==> src/rtl/axi_pkg.sv <==
// Shared AXI constants and AR-channel state encodings, used by both the
// instruction-side and data-side bridges.
package axi_pkg;

    localparam logic [1:0] AXI_BURST_INCR = 2'b01;
    localparam logic [2:0] AXI_SIZE_4B    = 3'b010;

    typedef enum logic {
        AR_IDLE = 1'b0,
        AR_SEND = 1'b1
    } ar_state_e;

endpackage

==> src/rtl/inst_axi_bridge.sv <==
// Fetch-stage SRAM-like instruction port to AXI4 read-only master, in-order, single ID.
// Optional INST_BRIDGE_PERF_EN adds perf_req_cnt / perf_wait_cnt counter ports.
module inst_axi_bridge
    import axi_pkg::*;
#(
    parameter int unsigned MAX_OUTST = 2,
    parameter logic [3:0]  AXI_ID    = 4'd0
) (
    input  logic        clk,
    input  logic        reset,

    input  logic        inst_sram_req,
    input  logic        inst_sram_wr,
    input  logic [1:0]  inst_sram_size,
    input  logic [3:0]  inst_sram_wstrb,
    input  logic [31:0] inst_sram_addr,
    input  logic [31:0] inst_sram_wdata,
    output logic        inst_sram_addr_ok,
    output logic        inst_sram_data_ok,
    output logic [31:0] inst_sram_rdata,

    output logic [3:0]  arid,
    output logic [31:0] araddr,
    output logic [7:0]  arlen,
    output logic [2:0]  arsize,
    output logic [1:0]  arburst,
    output logic [1:0]  arlock,
    output logic [3:0]  arcache,
    output logic [2:0]  arprot,
    output logic        arvalid,
    input  logic        arready,

    input  logic [3:0]  rid,
    input  logic [31:0] rdata,
    input  logic [1:0]  rresp,
    input  logic        rlast,
    input  logic        rvalid,
    output logic        rready
`ifdef INST_BRIDGE_PERF_EN
    ,
    output logic [31:0] perf_req_cnt,
    output logic [31:0] perf_wait_cnt
`endif
);

    localparam int unsigned CNT_W = $clog2(MAX_OUTST + 1);

    ar_state_e        ar_state_q;
    logic             arvalid_q;
    logic [31:0]      araddr_q;
    logic [2:0]       arsize_q;
    logic [CNT_W-1:0] outst_q, outst_d;
    logic             addr_ok;
    logic             r_hs;

    // The capacity check uses the registered count, so a retiring cycle still blocks.
    assign addr_ok = ~reset & (ar_state_q == AR_IDLE) & inst_sram_req & ~inst_sram_wr
                   & (outst_q < CNT_W'(MAX_OUTST));
    assign rready  = (outst_q != '0);
    assign r_hs    = rvalid & rready;

    assign inst_sram_addr_ok = addr_ok;
    assign inst_sram_data_ok = r_hs;
    assign inst_sram_rdata   = rdata;

    assign arid    = AXI_ID;
    assign araddr  = araddr_q;
    assign arlen   = 8'd0;
    assign arsize  = arsize_q;
    assign arburst = AXI_BURST_INCR;
    assign arlock  = 2'b00;
    assign arcache = 4'b0000;
    assign arprot  = 3'b000;
    assign arvalid = arvalid_q;

    always_comb begin
        // NOTE: default first so every path assigns outst_d and no latch is inferred.
        outst_d = outst_q;
        case ({addr_ok, r_hs})
            2'b10:   outst_d = outst_q + 1'b1;
            2'b01:   outst_d = outst_q - 1'b1;
            default: outst_d = outst_q;
        endcase
    end

    // NOTE: reset is sampled on the clock edge only; sequential state uses <= exclusively.
    always_ff @(posedge clk) begin
        if (reset) begin
            ar_state_q <= AR_IDLE;
            arvalid_q  <= 1'b0;
            araddr_q   <= '0;
            arsize_q   <= '0;
            outst_q    <= '0;
        end else begin
            outst_q <= outst_d;
            case (ar_state_q)
                AR_IDLE: begin
                    if (addr_ok) begin
                        araddr_q   <= inst_sram_addr;
                        arsize_q   <= {1'b0, inst_sram_size};
                        arvalid_q  <= 1'b1;
                        ar_state_q <= AR_SEND;
                    end
                end
                AR_SEND: begin
                    if (arready) begin
                        arvalid_q  <= 1'b0;
                        ar_state_q <= AR_IDLE;
                    end
                end
                default: begin
                    arvalid_q  <= 1'b0;
                    ar_state_q <= AR_IDLE;
                end
            endcase
        end
    end

`ifdef INST_BRIDGE_PERF_EN
    logic [31:0] perf_req_q;
    logic [31:0] perf_wait_q;

    always_ff @(posedge clk) begin
        if (reset) begin
            perf_req_q  <= '0;
            perf_wait_q <= '0;
        end else begin
            if (addr_ok)
                perf_req_q <= perf_req_q + 32'd1;
            if (rready & ~r_hs)
                perf_wait_q <= perf_wait_q + 32'd1;
        end
    end

    assign perf_req_cnt  = perf_req_q;
    assign perf_wait_cnt = perf_wait_q;
`endif

    // Write-side and response-status inputs are intentionally ignored.
    logic unused_inputs;
    assign unused_inputs = ^{inst_sram_wstrb, inst_sram_wdata, rid, rresp, rlast, 1'b0};

`ifndef SYNTHESIS
    a_no_orphan_rvalid: assert property (@(posedge clk) disable iff (reset)
        !(rvalid && (outst_q == '0)));
`endif

endmodule

==> config.mk <==
export PLATFORM = sky130hd
export DESIGN_NAME = inst_axi_bridge
export DESIGN_NICKNAME = d
export VERILOG_FILES = /design/src/rtl/axi_pkg.sv /design/src/rtl/inst_axi_bridge.sv
export SDC_FILE = /design/constraint.sdc
export NUM_CORES = 1
export LEC_CHECK = 0
export CORE_UTILIZATION = 28
export CTS_BUF_LIST = sky130_fd_sc_hd__clkbuf_8
export DETAILED_ROUTE_END_ITERATION = 10
export PLACE_DENSITY = 0.89
export SLEW_MARGIN = 20
export SYNTH_ARGS = -nofsm -noshare
export SYNTH_HDL_FRONTEND = slang
export SYNTH_SLANG_ARGS = --single-unit
==> constraint.sdc <==
create_clock -name clk -period 2.2 [get_ports clk]
set_input_delay 0.44 -clock clk [delete_from_list [all_inputs] [get_ports clk]]
set_output_delay 0.44 -clock clk [all_outputs]
set_load 0.1 [all_outputs]
==> reports/qor.csv <==
metric,value,unit
status,completed,
gr usage total,10.8,%
Max-Cap Viols,0,
GRT Residual Overflow,0,
Clock Path Buffers,2,
Max Transition Viols Final,0,
Hold/Removal Path Class,reg -> reg,
critical path's top delay family,buffers and inverters,
Final Skew,2.50,ps
Final min period,2010,ps
Yosys warning count,0,
slowest CP cell,clkdlybuf4s50_1,
DP Cell Count,341,
CP arrival,1570,ps
DIE WIDTH,82.9,um
IO Port Bufs,77,
DRT iter0 DRCs,38,
Worst Path Required,1760,ps
Mapped Cells,227,
final wirelength,3.69,mm
DRC viols,0,
Power Density,897,nW/um^2
Clock transition at path regs,70,ps
setup_tns,0,ps
"antenna viol nets, final",0,
RSZ-0062 raised after global routing,false,
number of clock sinks,38,
Diodes inserted,0,
initial antenna violation count,0,
worst path buffer plus inverter count,3,
VDD IR max,0.443,mV
worst-path cell chain,clkdlybuf4s50_1 -> nor4b_4 -> nand2b_1 -> inv_1 -> buf_12,
largest net degree at the start of global routing,39,
Post-synth EDFFs,0,
Synth Flop Type,dfxtp_1,
synth top area cells,"dfxtp_1 (42%), buf_4 (24%), nand2_1 (14%)",
fmax,497,MHz
routability congestion estimate,0.612,
final setup violation count,0,
DRT Pass-1 Iters,4,
CTS buffer count,5,
ys async rst share,0,%
crit end category,output port,
worst reg2reg path startpoint,outst_q[1],
Synth cell types,21,
Placeable Area,6310,um^2
htree depth,2,
startpoint types,primary input,
via count,1445,
CP Launch Point,inst_sram_wr,
Skew-Pair Late Insertion Delay,270,ps
DR WL/cell,10.6,um
Hold Fails Final Rpt,0,
I/O pin total,209,
syn_area_per_cell,8.06,um^2
worst-path maximum fanout,2,
Root Buffer,clkbuf_8,
Die Span Y,82.9,um
synthesized area,1830,um^2
Die Area,6860,um^2
Post-CTS Resized,0,
layout cell share with drive strength beyond 1,19.5,%
Finished Layout Cells,349,
leakage,1.00,nW
final setup margin,189,ps
hold buffer count at CTS,0,
Yosys top cell by area,dfxtp_1,
"Period Utilization, post-route",91.4,%
#FFs+latches synth,38,
Hold Startpoint,araddr[27],
CTS tree,done,
setup bufs post-CTS,0,
row count,29,
post-synth top area share,41.6,%
first-pass GRT wire length,6.02,mm
Worst path max stage delay,460,ps
DR vias/cell,4.14,
nets@finish,387,
Post-DP HPWL,2.78,mm
initial core utilization,29.0,%
number of global-route vias before repair,1394,
register area share after synthesis,41.6,%
Place WS,20.3,ps
area grow syn2layout,28.6,%
CP Class,in -> out,
## routing by layer
layer | vias up | track usage (%) | wire length, um
met5 | - | 0 | 0
met2 | 71 | 19.9 | 1920
met4 | 0 | 4.39 | 53
met1 | 645 | 10.8 | 1410
met3 | 8 | 3.98 | 300
li1 | 721 | - | -
## where the power goes
group          internal (mW)  switching, mW
logic                  0.184          0.614
clock network          0.330          0.225
registers              0.731         0.0264
total                   1.24          0.865
## kinds of logic after synthesis
kind of cell / count (synthesis) / share of synthesized area (%)
other cells: 2 / 0.410
flops: 38 / 41.6
buf+inv: 68 / 27.7
compound gates: 38 / 10.6
xor+xnor: 2 / 0.957
simple gates: 78 / 18.1
fa+ha+maj: 1 / 0.683
## Yosys cell counts (2+ instances only)
| master | n |
|---|---|
| nand2_1 | 69 |
| buf_4 | 59 |
| dfxtp_1 | 38 |
| a21oi_1 | 36 |
| buf_6 | 4 |
| clkbuf_1 | 3 |
| conb_1 | 2 |
| nand2b_1 | 2 |
| nor2_1 | 2 |
## state kept, by name (all words and copies together), names as in the netlist
signal	count
araddr	32
arsize	2
outst_q	2
ar_state_q	1
arvalid	1
## cell type report
cell class | instances | area (um^2)
fill | 671 | 3960
sequential | 38 | 761
timing repair buffer | 82 | 738
multi-input combinational | 143 | 648
tap | 77 | 96.3
clock buffer | 5 | 68.8
clock inverter | 3 | 37.5
inverter | 1 | 3.75
## worst paths after layout
path                  endpoint  depth (start not counted)  slack, ps
max          inst_sram_addr_ok                          5        190
min reg2reg         araddr[27]                          2        460
min                 araddr[27]                          2        460
max reg2reg         outst_q[1]                          5        480
## worst reg2reg max path, delay by kind of cell (launching register included)
| kind | cells | cell delay [ps] |
|---|---|---|
| simple gates | 3 | 850 |
| flops | 1 | 370 |
| fa+ha+maj | 1 | 280 |
| compound gates | 1 | 160 |
## stage by stage
step	hold slack (ps)	area (um^2)	power, mW	utilization [%]
after floorplan	507	1920	1.71	-
after global placement	443	2250	1.56	35.6
after detailed placement	449	2250	1.58	35.6
after CTS	459	2350	2.15	37.3
after global routing	480	2350	2.22	37.3
final	457	2350	2.11	37.3
## layout by cell type, fill, tap and decap left out, types with 2 or more instances in the layout
cell | synthesis | final
conb_1 | 2 | 24
clkbuf_8 | 0 | 5
nand2_1 | 69 | 69
buf_4 | 59 | 41
inv_1 | 1 | 3
nand2b_1 | 2 | 2
a21oi_1 | 36 | 36
clkdlybuf4s50_1 | 0 | 39
nor2_1 | 2 | 2
buf_12 | 0 | 2
dfxtp_1 | 38 | 38
Note: power is estimated with default switching activity, not from simulation.
